==> config.mk <==
export PLATFORM = sky130hd
export DESIGN_NAME = cpu_mem_bridge
export DESIGN_NICKNAME = d
export VERILOG_FILES = /design/src/rtl/cpu_mem_bridge.sv
export SDC_FILE = /design/constraint.sdc
export NUM_CORES = 1
export LEC_CHECK = 0
export CAP_MARGIN = 25
export CELL_PAD_IN_SITES_DETAIL_PLACEMENT = 1
export CELL_PAD_IN_SITES_GLOBAL_PLACEMENT = 1
export CORE_UTILIZATION = 25
export DETAILED_ROUTE_END_ITERATION = 16
export GPL_ROUTABILITY_DRIVEN = 0
export PLACE_DENSITY_LB_ADDON = 0.1
export RECOVER_POWER = 25
export SLEW_MARGIN = 20
export SYNTH_ARGS = -nofsm -noshare
export SYNTH_HDL_FRONTEND = slang
export SYNTH_SLANG_ARGS = --single-unit
==> constraint.sdc <==
create_clock -name clk -period 1.8 [get_ports clk]
set_clock_uncertainty 0.05 [all_clocks]
set_input_delay 0.36 -clock clk [delete_from_list [all_inputs] [get_ports clk]]
set_output_delay 0.36 -clock clk [all_outputs]
set_load 0.02 [all_outputs]
==> src/rtl/cpu_mem_bridge.sv <==
// Bridges the CPU instruction and data channels onto one single-port SRAM.
// Requests are served one at a time, and data requests take priority over fetches.
module cpu_mem_bridge #(
    parameter int ADDR_WIDTH  = 14,
    parameter int WAIT_CYCLES = 0
) (
    input  logic                  clk,
    input  logic                  rst_n,
    input  logic [31:0]           PC,
    input  logic                  Inst_Req_Valid,
    output logic                  Inst_Req_Ready,
    output logic [31:0]           Instruction,
    output logic                  Inst_Valid,
    input  logic                  Inst_Ready,
    input  logic [31:0]           Address,
    input  logic                  MemWrite,
    input  logic                  MemRead,
    input  logic [31:0]           Write_data,
    input  logic [3:0]            Write_strb,
    output logic                  Mem_Req_Ready,
    output logic [31:0]           Read_data,
    output logic                  Read_data_Valid,
    input  logic                  Read_data_Ready,
    output logic                  sram_en,
    output logic [3:0]            sram_we,
    output logic [ADDR_WIDTH-1:0] sram_addr,
    output logic [31:0]           sram_wdata,
    input  logic [31:0]           sram_rdata
);

    localparam logic [2:0] S_IDLE    = 3'd0;
    localparam logic [2:0] S_ACCESS  = 3'd1;
    localparam logic [2:0] S_WAIT    = 3'd2;
    localparam logic [2:0] S_CAPTURE = 3'd3;
    localparam logic [2:0] S_IRESP   = 3'd4;
    localparam logic [2:0] S_DRESP   = 3'd5;

    localparam logic [1:0] REQ_WRITE = 2'd0;
    localparam logic [1:0] REQ_INST  = 2'd1;
    localparam logic [1:0] REQ_DATA  = 2'd2;

    // The counter runs WAIT_LOAD..0, giving exactly WAIT_CYCLES cycles in S_WAIT.
    localparam logic [3:0] WAIT_LOAD = (WAIT_CYCLES > 0) ? 4'(WAIT_CYCLES - 1) : 4'd0;

    logic [2:0]            state;
    logic [2:0]            state_next;
    logic [3:0]            wait_cnt;
    logic [1:0]            req_kind;
    logic [ADDR_WIDTH-1:0] addr_q;
    logic [31:0]           wdata_q;
    logic [3:0]            wstrb_q;
    logic [31:0]           resp_q;
    logic                  is_idle;
    logic                  data_req;
    logic                  unused_bits;

    assign is_idle        = (state == S_IDLE);
    assign data_req       = MemRead | MemWrite;
    assign Mem_Req_Ready  = rst_n & is_idle & data_req;
    assign Inst_Req_Ready = rst_n & is_idle & Inst_Req_Valid & ~data_req;

    assign sram_en    = (state == S_ACCESS);
    assign sram_we    = (state == S_ACCESS && req_kind == REQ_WRITE) ? wstrb_q : 4'b0000;
    assign sram_addr  = addr_q;
    assign sram_wdata = wdata_q;

    assign Inst_Valid      = (state == S_IRESP);
    assign Read_data_Valid = (state == S_DRESP);
    assign Instruction     = resp_q;
    assign Read_data       = resp_q;

    assign unused_bits = ^{PC[31:ADDR_WIDTH+2], PC[1:0], Address[31:ADDR_WIDTH+2], Address[1:0]};

    always_comb begin
        state_next = state;
        case (state)
            S_IDLE:    if (Mem_Req_Ready || Inst_Req_Ready) state_next = S_ACCESS;
            S_ACCESS:  state_next = (WAIT_CYCLES > 0) ? S_WAIT : S_CAPTURE;
            S_WAIT:    if (wait_cnt == 4'd0) state_next = S_CAPTURE;
            S_CAPTURE: begin
                case (req_kind)
                    REQ_INST: state_next = S_IRESP;
                    REQ_DATA: state_next = S_DRESP;
                    default:  state_next = S_IDLE;
                endcase
            end
            S_IRESP:   if (Inst_Ready) state_next = S_IDLE;
            S_DRESP:   if (Read_data_Ready) state_next = S_IDLE;
            default:   state_next = S_IDLE;
        endcase
    end

    always_ff @(posedge clk or negedge rst_n) begin
        if (!rst_n) begin
            state    <= S_IDLE;
            wait_cnt <= 4'd0;
            req_kind <= REQ_WRITE;
            addr_q   <= '0;
            wdata_q  <= 32'd0;
            wstrb_q  <= 4'd0;
            resp_q   <= 32'd0;
        end else begin
            state <= state_next;
            if (state == S_ACCESS) begin
                wait_cnt <= WAIT_LOAD;
            end else if (state == S_WAIT && wait_cnt != 4'd0) begin
                wait_cnt <= wait_cnt - 4'd1;
            end
            // A simultaneous read and write is treated as a write; the read is dropped.
            if (Mem_Req_Ready) begin
                req_kind <= MemWrite ? REQ_WRITE : REQ_DATA;
                addr_q   <= Address[ADDR_WIDTH+1:2];
                wdata_q  <= Write_data;
                wstrb_q  <= Write_strb;
            end else if (Inst_Req_Ready) begin
                req_kind <= REQ_INST;
                addr_q   <= PC[ADDR_WIDTH+1:2];
                wdata_q  <= Write_data;
                wstrb_q  <= Write_strb;
            end
            if (state == S_CAPTURE && req_kind != REQ_WRITE) begin
                resp_q <= sram_rdata;
            end
        end
    end

endmodule

After elaboration in Yosys (flattened, before gate mapping)
Cells that the tools add are included.
{"block": "totals", "mem_bits_ro": 0, "n_memories": 0, "ram_bits": 0, "elab_cells": 55, "latch_bits": 0, "ff_bits": 91, "out_inout_bits": 119, "in_bits": 139}
{"block": "op_classes", "addsub": 1, "shift": 0, "n_reduce_logical": 12, "eq_ne": 11, "multipliers": 0, "n_lt_le_gt_ge": 0, "bitwise_logic": 6, "mux": 18, "n_div": 0}
{"operator": "$mux 32", "count": 2}
{"operator": "$mux 14", "count": 2}
{"operator": "$mux 4", "count": 5}
{"operator": "$pmux 3 s6", "count": 1}
{"operator": "$mux 3", "count": 4}
{"operator": "$eq 3x2->1 const B", "count": 2}
{"operator": "$eq 3x3->1 const B", "count": 2}
{"operator": "$mux 2", "count": 3}
{"operator": "$ne 2x1->1 const B", "count": 3}
{"operator": "$pmux 3 s2", "count": 1}
{"operator": "$reduce_bool 2->1", "count": 3}
{"operator": "$and 1x1->1", "count": 4}
{"operator": "$logic_not 4->1", "count": 1}
{"operator": "$reduce_and 4->1", "count": 1}
{"operator": "$reduce_bool 4->1", "count": 1}
{"operator": "$sub 4x1->4 const B", "count": 1}
{"operator": "$eq 3x1->1 const B", "count": 1}
{"operator": "$logic_and 1x1->1", "count": 3}
{"operator": "$logic_not 3->1", "count": 1}
{"operator": "$eq 2x1->1 const B", "count": 1}
{"operator": "$eq 2x2->1 const B", "count": 1}
{"operator": "$logic_not 2->1", "count": 1}
{"operator": "$ne 2x2->1 const B", "count": 1}
{"operator": "$logic_or 1x1->1", "count": 1}
{"operator": "2 further kinds", "count": 2}

Logic depth before layout (Yosys ltp)
Gate-level depths: netlist (run 1).
{"block": "logic_depth", "depth_word": 7, "mapped_depth": 6, "depth_no_buf": 5}

Worst setup path after synthesis (run 1)
Ideal clock, no wire load.
{"block": "synth_path", "path_kind": "register -> output", "from": "register state[2]", "to": "output sram_we[0]", "slack_ns": -0.081, "n_path_buf": 1, "arrival_time_ns": 1.471, "stages_incl_launch_ff": 4, "t_required_ns": 1.390, "cell_sequence": "dfrtp_1 clkbuf_1 nor3b_2 and3_1"}
{"block": "synth_between", "elab_chain_cells": 3}
{"item": "start: declaration", "line_no": "45", "text": "logic [2:0] state;"}
{"item": "start signal: assignment", "line_no": "103", "text": "state <= state_next;"}
{"item": "$eq 3x1->1"}
{"item": "net sram_en", "line_no": "24", "text": "output logic sram_en,"}
{"item": "$logic_and 1x1->1", "line_no": "63", "text": "assign sram_we = (state == S_ACCESS && req_kind == REQ_WRITE) ? wstrb_q : 4'b0000;"}
{"item": "$mux 4", "line_no": "63"}
{"item": "end: declaration", "line_no": "25", "text": "output logic [3:0] sram_we,"}
The timed path passes the listed nets, and every way through them passes these cells.

Worst setup path after layout (run 1)
{"block": "layout_path", "from": "register state[0]", "to": "output Inst_Req_Ready"}
{"block": "layout_between", "elab_chain_cells": 4}
{"item": "$logic_not 3->1", "line_no": "57", "text": "assign is_idle = (state == S_IDLE);"}
{"item": "$and 1x1->1 (3 in a row)", "line_no": "60", "text": "assign Inst_Req_Ready = rst_n & is_idle & Inst_Req_Valid & ~data_req;"}
{"item": "end: declaration", "line_no": "11", "text": "output logic Inst_Req_Ready,"}
No other way between the ends.

==> run summary, run 1 <==
status -> finished with violations
Layout area overhead -> 76.6%
post-synthesis sequential area ratio -> 54.4%
Max Fclk -> 524 MHz
Lkg Pwr -> 3.34 nW
Synth Cell Area -> 4180 µm²
Avg WL per Cell -> 17.3 µm
Mapped Avg Cell Area -> 14.2 µm²
nets@finish -> 663
first-pass GRT wire length -> 20,300 µm
Highest Signal Layer -> met4
vias per inst -> 4.30
largest net degree at the start of global routing -> 58
overall global routing resource usage -> 15.2%
violated checks -> negative setup slack
worst rel slew slack -> 47.6%
Worst Setup Start Kind -> register
Max FO, Critical Path -> 4
Tcrit/Tclk final -> 106%
DR vias -> 3,185
vias in the first global route -> 3,529
starting density of the core -> 26.0%
crit end category -> output pin
Hold Violations, Final -> 0
Die X -> 131 µm
Synth Warn # -> 0
Clk Latency, worst-skew pair -> 0.34 ns
ANT nets after route -> 0
CTS root buffer -> clkbuf_16
Crit path required time -> 1.39 ns
WL met2 -> 5980 µm
H-tree levels -> 3
initial DRC count -> 40
EDFF count, synth -> 0
WL met1 -> 5530 µm
hold-fix buffers at CTS -> 0
Detailed Place HPWL -> 9020 µm
Worst Path Arrival -> 1.50 ns
Setup WS pre-CTS -> -0.507 ns
Final setup viols -> 26
drt total wl -> 12,800 µm
CTS buffer count -> 9
layout cells sized above 1 -> 30.3%
PnR Total Power -> 14.1 mW
critical path class -> register to output pin
Core Util, Final -> 45.8%
min Tclk post-route -> 1.91 ns
Top-Level Pins -> 258
num rows -> 46
Least-Margin Pin Slew -> 0.785 ns
1st-pass router iterations -> 4
Antenna diodes -> 0
met3 wire len -> 1110 µm
async set-or-reset flop fraction in the synthesized netlist -> 100%
port bufs -> 221
RSZ-0062 raised after global routing -> true
initial antenna violation count -> 0
Unique masters post-synth -> 40
Worst Hold Class -> input port to async pin
Longest Clk Path Bufs -> 2
Pwr Density -> 1910 nW/µm²
Setup WS post-layout -> -0.110 ns
Die ar. -> 17,300 µm²
design area -> 7390 µm²
Fill cells -> 1,652
Slew Limit Fails -> 0
MaxCap Viol Count -> 0
Worst-path clk slew -> 0.06 ns
Die Ht -> 131 µm
gr ovfl total -> 0
peak supply drop -> 640 µV
Sink Count -> 91
prevailing post-synth register cell -> dfrtp_1
FF+latch count, synth -> 91
Syn Inst Count -> 294
synthesized net count -> 437
CTS tree -> done
Setup TNS -> -0.612 ns
Remaining DRCs -> 0
core area -> 16,100 µm²
area post-placement -> 6580 µm²
layout by cell type (no fill, tap or decap), types with 3 or more instances in the layout:
master | netlist | layout
nand2b_1 | 3 | 3
nand3_1 | 3 | 3
mux2_4 | 35 | 37
and3_4 | 0 | 4
bufinv_16 | 0 | 4
dlygate4sd2_1 | 0 | 5
buf_16 | 0 | 4
buf_6 | 5 | 13
a21oi_1 | 5 | 5
dlymetal6s2s_1 | 0 | 16
buf_4 | 35 | 24
o2bb2ai_2 | 0 | 4
o21ai_0 | 3 | 3
clkdlybuf4s50_1 | 0 | 190
buf_8 | 0 | 3
mux2_2 | 31 | 30
a22oi_1 | 14 | 14
buf_12 | 0 | 4
inv_1 | 6 | 4
ha_1 | 4 | 3
o2bb2ai_1 | 14 | 10
dfrtp_1 | 91 | 89
clkbuf_16 | 0 | 12
power by group:
part / switching, mW / leakage (nW) / internal (mW)
Sequential: 0.707 / 1.10 / 3.05
Combinational: 3.48 / 2.06 / 4.53
Clock: 0.813 / 0.179 / 1.54
Total: 5.00 / 3.34 / 9.12
critical path, stage by stage (launching register included):
cell	delay, ns
dfrtp_1	0.43
nor4b_4	0.40
and2_1	0.20
buf_6	0.13
timing repair:
action / in CTS / in global routing
setup buffers: 12 / 2
setup endpoints to repair: 95 / 104
pin swaps: 7 / 3
gates resized for setup: 84 / 28
cloned: 4 / 3
cell families after synthesis:
| logic type | synth area share [%] |
|---|---|
| DFF | 54.4 |
| muxes | 21.9 |
| buffers and inverters | 9.15 |
| AOI/OAI and AO/OA | 7.60 |
| and+or+nand+nor | 5.47 |
| adders and majority gates | 1.20 |
| xor gates and xnor gates | 0.209 |
final cells by class:
| type | count | area (µm²) | area share, % |
|---|---|---|---|
| clock buffers | 10 | 239 | 3.23 |
| clock inverters | 6 | 136 | 1.85 |
| multi-input cells | 147 | 1650 | 22.3 |
| well taps | 216 | 270 | 3.66 |
| inverters | 6 | 22.5 | 0.305 |
| flip-flops and latches | 91 | 2280 | 30.9 |
| repair buffers | 265 | 2800 | 37.8 |
path summary, 6_finish.rpt:
kind	from	endpoint	slack [ns]	cells past startpoint
setup reg to reg	state[2]$_DFFE_PN0P_	Instruction[0]$_DFFE_PN0P_	-0.02	6
hold reg to reg	sram_addr[3]$_DFFE_PN0P_	sram_addr[3]$_DFFE_PN0P_	0.44	1
setup / recovery	state[0]$_DFFE_PN0P_	Inst_Req_Ready	-0.11	3
hold / removal	rst_n	Instruction[31]$_DFFE_PN0P_	0.32	3
min in group clk	Inst_Req_Valid	req_kind[0]$_DFFE_PN0P_	0.37	4
max in group asynchronous	rst_n	Instruction[16]$_DFFE_PN0P_	0.40	4
registers in the layout, summed over array words and instances (netlist names):
signal	cells
Instruction	32
req_kind	2
sram_addr	14
sram_wdata	32
state	3
wait_cnt	4
wstrb_q	4
routing by layer:
layer / up-vias / GRT usage, %
met4: 0 / 5.81
met2: 161 / 25.2
met1: 1540 / 18.1
met3: 12 / 5.13
li1: 1472 / -
met5: - / 0
metrics by stage:
stage | std cells | hold WS [ns]
finish | 741 | 0.319
global route | 741 | 0.384
CTS | 738 | 0.284
detailed placement | 709 | 0.422
global placement | 709 | 0.420
floorplan | 294 | 0.0144
Yosys cell counts, types with 2 or more instances:
cell type  number  share of area, %
dfrtp_1        91                54
and3_1          4              0.60
nand2b_1        3              0.45
nor3b_1         2              0.36
mux2_1          2              0.54
inv_1           6              0.54
and2_1          2              0.30
mux2i_1         2              0.48
buf_2           3              0.36
clkbuf_1        7              0.63
mux2_4         35                13
o21ai_0         3              0.36
nand3_1         3              0.36
a22oi_1        14               2.5
o2bb2ai_1      14               2.9
a21oi_1         5              0.60
mux2_2         31               8.3
buf_6           5               1.3
nor2_1          2              0.18
nor2b_1         2              0.30
ha_1            4               1.2
buf_4          35               6.3
nor3b_2         2              0.60
No activity file was read; power rests on OpenSTA's default activity.
==> run 2, diff against run 1 <==
--- a/constraint.sdc
+++ b/constraint.sdc
@@ -4,2 +4,2 @@
 set_output_delay 0.36 -clock clk [all_outputs]
-set_load 0.02 [all_outputs]
+set_load 0.1 [all_outputs]
==> run 2 against run 1 <==
Against the previous run:
- the run still ends with negative setup slack left
- largest cell class unchanged
- global-route usage is essentially flat
- worst hold slack gained 0.054 ns
- cell count down 0.27%
==> run summary, run 2 (synthesis gave the netlist of run 1 again) <==
vias per inst -> 4.37 (was 4.30)
Worst-path clk slew -> 0.07 ns (was 0.06 ns)
starting density of the core -> 26.0% (unchanged)
Slew Limit Fails -> 0 (unchanged)
Antenna diodes -> 0 (unchanged)
Die Ht -> 131 µm (unchanged)
first-pass GRT wire length -> 20,300 µm (about the same)
gr ovfl total -> 0 (unchanged)
port bufs -> 221 (unchanged)
most common cell after layout, fill and taps aside -> buf_12 (was clkdlybuf4s50_1)
DR vias -> 3,227 (was 3,185)
Clk Latency, worst-skew pair -> 0.34 ns (about the same)
drt total wl -> 13,200 µm (was 12,800 µm)
final std cells w/o fill -> 739 (was 741)
min Tclk post-route -> 1.99 ns (was 1.91 ns)
Detailed Place HPWL -> 9560 µm (was 9020 µm)
Hold Violations, Final -> 0 (unchanged)
slowest CP cell -> dfrtp_2 (was dfrtp_1)
1st-pass router iterations -> 4 (unchanged)
initial antenna violation count -> 0 (unchanged)
Sink Count -> 91 (unchanged)
Crit path required time -> 1.39 ns (about the same)
ANT nets after route -> 0 (unchanged)
Setup WS pre-CTS -> -0.293 ns (was -0.507 ns)
CP peak stage delay -> 0.45 ns (was 0.43 ns)
crit end category -> output pin (unchanged)
Worst Path Arrival -> 1.58 ns (was 1.50 ns)
Final setup viols -> 9 (was 26)
worst rel slew slack -> 22.1% (was 47.6%)
Core Util, Final -> 51.8% (was 45.8%)
core area -> 16,100 µm² (unchanged)
H-tree levels -> 3 (unchanged)
worst-path cell chain -> nor4b_4, buf_6, and2_4, buf_12 (was nor4b_4, and2_1, buf_6)
cell family with most CP delay -> simple AND/OR/NAND/NOR gates (unchanged)
vias in the first global route -> 3,546 (was 3,529)
RSZ-0062 raised after global routing -> true (unchanged)
Avg WL per Cell -> 17.9 µm (was 17.3 µm)
CTS buffer count -> 9 (unchanged)
Setup WS post-layout -> -0.191 ns (was -0.110 ns)
Max FO, Critical Path -> 5 (was 4)
Layout area overhead -> 99.7% (was 76.6%)
Setup TNS -> -1.08 ns (was -0.612 ns)
critical path class -> register to output pin (unchanged)
nets@finish -> 663 (unchanged)
MaxCap Viol Count -> 0 (unchanged)
status -> finished with violations (unchanged)
initial DRC count -> 67 (was 40)
Least-Margin Pin Slew -> 1.17 ns (was 0.785 ns)
r2r setup slk -> 0 ns (was -0.02 ns)
CTS tree -> done (unchanged)
Top-Level Pins -> 258 (unchanged)
number of buffers and inverters on the critical path -> 2 (was 1)
CTS root buffer -> clkbuf_16 (unchanged)
Worst Hold Class -> input port to async pin (unchanged)
overall global routing resource usage -> 15.2% (about the same)
num rows -> 46 (unchanged)
Max Fclk -> 502 MHz (was 524 MHz)
layout cells sized above 1 -> 50.7% (was 30.3%)
Tcrit/Tclk final -> 111% (was 106%)
commonest non-fill, non-tap cells in the layout -> buf_12, clkdlybuf4s50_1, dfrtp_1, mux2_4, mux2_2 (was clkdlybuf4s50_1, dfrtp_1, mux2_4, mux2_2, buf_4)
DP Cell Count -> 708 (was 709)
largest net degree at the start of global routing -> 44 (was 58)
Die X -> 131 µm (unchanged)
Longest Clk Path Bufs -> 2 (unchanged)
Worst Setup Start Kind -> register (unchanged)
Remaining DRCs -> 0 (unchanged)
Die ar. -> 17,300 µm² (unchanged)
violated checks -> negative setup slack (unchanged)
run 2: cell count changes in the layout (fill, tap and decap cells not counted), sizes merged:
cell,change
buf,+107
clkdlybuf4s50,-90
dlymetal6s2s,-15
dlygate4sd2,-5
bufinv,-3
clkinv,+2
clkbuf,+1
dlygate4sd3,+1
run 2: repair_timing:
action	CTS	global route
endpoints found under the hold margin	13	0
cloned	0	6
buffers inserted	6	5
setup endpoints to repair	53	79
gates resized for setup	13	8
pin swaps	2	4
hold buffers	1	0
run 2: stage by stage:
| step | hold slack (ns) | area (µm²) |
|---|---|---|
| global placement | 0.315 | 7790 |
| CTS | 0.0579 | 8180 |
| global route | 0.418 | 8350 |
| detailed placement | 0.312 | 7790 |
| finish | 0.373 | 8350 |
| floorplan | 0.0144 | 4240 |
run 2: final cells by class:
type | instances | area, µm²
inverters | 6 | 22.5
clock buffers | 9 | 225
repair buffers | 265 | 3870
well taps | 216 | 270
fillers | 1561 | 7760
clock inverters | 5 | 56.3
multi-input cells | 147 | 1630
flip-flops and latches | 91 | 2280
run 2: worst reg2reg max path: stages, from the launching register on:
cell and delay [ns]:
dfrtp_2 0.45, nor4b_4 0.30, buf_6 0.15, buf_4 0.14
nand2_8 0.09, buf_12 0.18, mux2_4 0.31
run 2: final timing paths:
| path | startpoint | to | cells past startpoint |
|---|---|---|---|
| min reg2reg | wait_cnt[3]$_DFFE_PN0P_ | wait_cnt[3]$_DFFE_PN0P_ | 1 |
| min in group clk | MemRead | req_kind[1]$_DFFE_PN0P_ | 3 |
| max | state[0]$_DFFE_PN0P_ | Mem_Req_Ready | 4 |
| max in group asynchronous | rst_n | state[1]$_DFFE_PN0P_ | 2 |
| min | rst_n | state[0]$_DFFE_PN0P_ | 2 |
| max reg2reg | state[0]$_DFFE_PN0P_ | sram_wdata[10]$_DFFE_PN0P_ | 6 |
run 2: metal layers:
metal  GRT usage (%)  share of wire [%]
met1            18.1                 41
met2            24.0                 46
met3            6.75                 11
met4            6.27                1.7
met5               0                  0
Power of run 2 is left out: the tool's default activity adds up to more than one toggle a clock period on the data nets, which glitch-free logic cannot reach.
==> run 3, diff against run 2 <==
- CORE_UTILIZATION: 25 -> 30
- clock period: 1.8 -> 2.4 ns (I/O delays scaled with it)
==> run 3 against run 2 <==
Against the previous run:
- the flow now finishes without violations
- highest routed layer unchanged
- critical path type is now input port to output pin
- critical path depth stayed put
- global-route usage up 1.2 points
- sequential share of layout area increased by 7.5 points
- cell area is 22% lower
- flip-flop and latch count unchanged
- first-iteration DRC count is 24% higher
- register-to-register slack better by 0.40 ns
- critical endpoint unchanged
- routed wire length shrank 14%
- non-clock buffer count is 31 lower
==> run summary, run 3 (synthesis gave the netlist of run 1 again) <==
MaxCap Viol Count -> 0 (unchanged)
port bufs -> 221 (unchanged)
cell family with most CP delay -> buffers and inverters (was simple AND/OR/NAND/NOR gates)
H-tree levels -> 3 (unchanged)
gr ovfl total -> 0 (unchanged)
Worst-path clk slew -> 0.06 ns (was 0.07 ns)
critical path class -> input port to output pin (was register to output pin)
Max FO, Critical Path -> 5 (unchanged)
Setup WS post-layout -> 0.206 ns (was -0.191 ns)
CTS root buffer -> clkbuf_16 (unchanged)
Final setup viols -> 0 (was 9)
vias per inst -> 4.54 (was 4.37)
Remaining DRCs -> 0 (unchanged)
Setup WS pre-CTS -> 0.129 ns (was -0.293 ns)
most common cell after layout, fill and taps aside -> buf_4 (was buf_12)
Die ar. -> 14,400 µm² (was 17,300 µm²)
CTS tree -> done (unchanged)
overall global routing resource usage -> 16.4% (was 15.2%)
commonest non-fill, non-tap cells in the layout -> buf_4, clkdlybuf4s50_1, dfrtp_1, mux2_4, mux2_2 (was buf_12, clkdlybuf4s50_1, dfrtp_1, mux2_4, mux2_2)
Slew Limit Fails -> 0 (unchanged)
nets@finish -> 632 (was 663)
Crit path required time -> 1.87 ns (was 1.39 ns)
Clk Latency, worst-skew pair -> 0.33 ns (was 0.34 ns)
crit end category -> output pin (unchanged)
CP peak stage delay -> 0.48 ns (was 0.45 ns)
Hold Violations, Final -> 0 (unchanged)
ANT nets after route -> 0 (unchanged)
min Tclk post-route -> 2.19 ns
largest net degree at the start of global routing -> 59 (was 44)
RSZ-0062 raised after global routing -> false (was true)
status -> completed (was finished with violations)
num rows -> 42 (was 46)
initial DRC count -> 83 (was 67)
layout cells sized above 1 -> 45.7% (was 50.7%)
core area -> 13,400 µm² (was 16,100 µm²)
worst rel slew slack -> 14.0% (was 22.1%)
worst-path cell chain -> clkdlybuf4s50_1, or2_2, and2_1, buf_12 (was nor4b_4, buf_6, and2_4, buf_12)
initial antenna violation count -> 0 (unchanged)
Top-Level Pins -> 258 (unchanged)
slowest CP cell -> clkdlybuf4s50_1 (was dfrtp_2)
Worst Hold Class -> input port to async pin (unchanged)
Worst Setup Start Kind -> input port (was register)
Sink Count -> 91 (unchanged)
Avg WL per Cell -> 16.9 µm (was 17.9 µm)
Least-Margin Pin Slew -> 1.29 ns (was 1.17 ns)
starting density of the core -> 31.2% (was 26.0%)
vias in the first global route -> 3,356 (was 3,546)
Die Ht -> 120 µm (was 131 µm)
Antenna diodes -> 0 (unchanged)
DP Cell Count -> 651 (was 708)
Core Util, Final -> 48.8% (was 51.8%)
CTS buffer count -> 9 (unchanged)
final std cells w/o fill -> 670 (was 739)
Max Fclk -> 456 MHz
drt total wl -> 11,300 µm (was 13,200 µm)
Worst Path Arrival -> 1.66 ns (was 1.58 ns)
1st-pass router iterations -> 4 (unchanged)
number of buffers and inverters on the critical path -> 2 (unchanged)
Die X -> 120 µm (was 131 µm)
DR vias -> 3,042 (was 3,227)
Layout area overhead -> 56.4% (was 99.7%)
Detailed Place HPWL -> 8470 µm (was 9560 µm)
Tcrit/Tclk final -> 91.4%
Longest Clk Path Bufs -> 2 (unchanged)
first-pass GRT wire length -> 18,000 µm (was 20,300 µm)
## run 3: cell count changes in the layout (fill, tap and decap cells not counted), sizes merged
cell           previous run  this run
buf                     156       130
clkbuf                   16        13
clkdlybuf4s50           100       101
dlymetal6s2s              1         0
## run 3: area by class of cell
class,count,area (µm²)
multi-input cells,147,1580
fillers,1411,6860
inverters,6,22.5
clock inverters,5,52.6
well taps,176,220
clock buffers,11,243
flip-flops and latches,91,2280
repair buffers,234,2150
## run 3: worst paths after layout
check | startpoint | end | slack (ns) | cells after the start
worst min-delay path | rst_n | sram_addr[13]$_DFFE_PN0P_ | 0.27 | 2
worst max register to register | state[1]$_DFFE_PN0P_ | Instruction[18]$_DFFE_PN0P_ | 0.40 | 4
min in group clk | sram_addr[9]$_DFFE_PN0P_ | sram_addr[9]$_DFFE_PN0P_ | 0.44 | 1
worst max-delay path | MemWrite | Mem_Req_Ready | 0.21 | 4
worst min register to register | sram_addr[9]$_DFFE_PN0P_ | sram_addr[9]$_DFFE_PN0P_ | 0.44 | 1
max in group asynchronous | rst_n | sram_wdata[3]$_DFFE_PN0P_ | 0.45 | 3
## run 3: per-stage QoR
| stage | instance area (µm²) | TNS [ns] | hold slack, ns |
|---|---|---|---|
| final | 6540 | 0 | 0.267 |
| after floorplan | 4230 | -0.999 | 0.134 |
| after detailed placement | 6230 | 0 | 0.265 |
| after global routing | 6540 | 0 | 0.315 |
| after CTS | 6550 | 0 | 0.150 |
| after global placement | 6230 | 0 | 0.263 |
## run 3: worst register-to-register path: cells and delay by family (launching register included)
family / cells / cell delay, ns
simple gates: 1 / 0.33
mux: 1 / 0.39
flops: 1 / 0.45
buf+inv: 2 / 0.67
## run 3: repair_timing
action,4_1_cts,5_1_grt
setup endpoints to repair,6,5
hold buffers,1,0
setup buffers,2,0
pin swaps,1,0
resized for setup,0,1
endpoints found under the hold margin,6,0
## run 3: layer usage
metal / part of all wire, % / global-route usage, %
met5: 0 / 0
met4: 1.4 / 6.09
met1: 41 / 20.0
met3: 9.6 / 5.18
met2: 48 / 27.1
Power of run 3 is left out for the same reason.
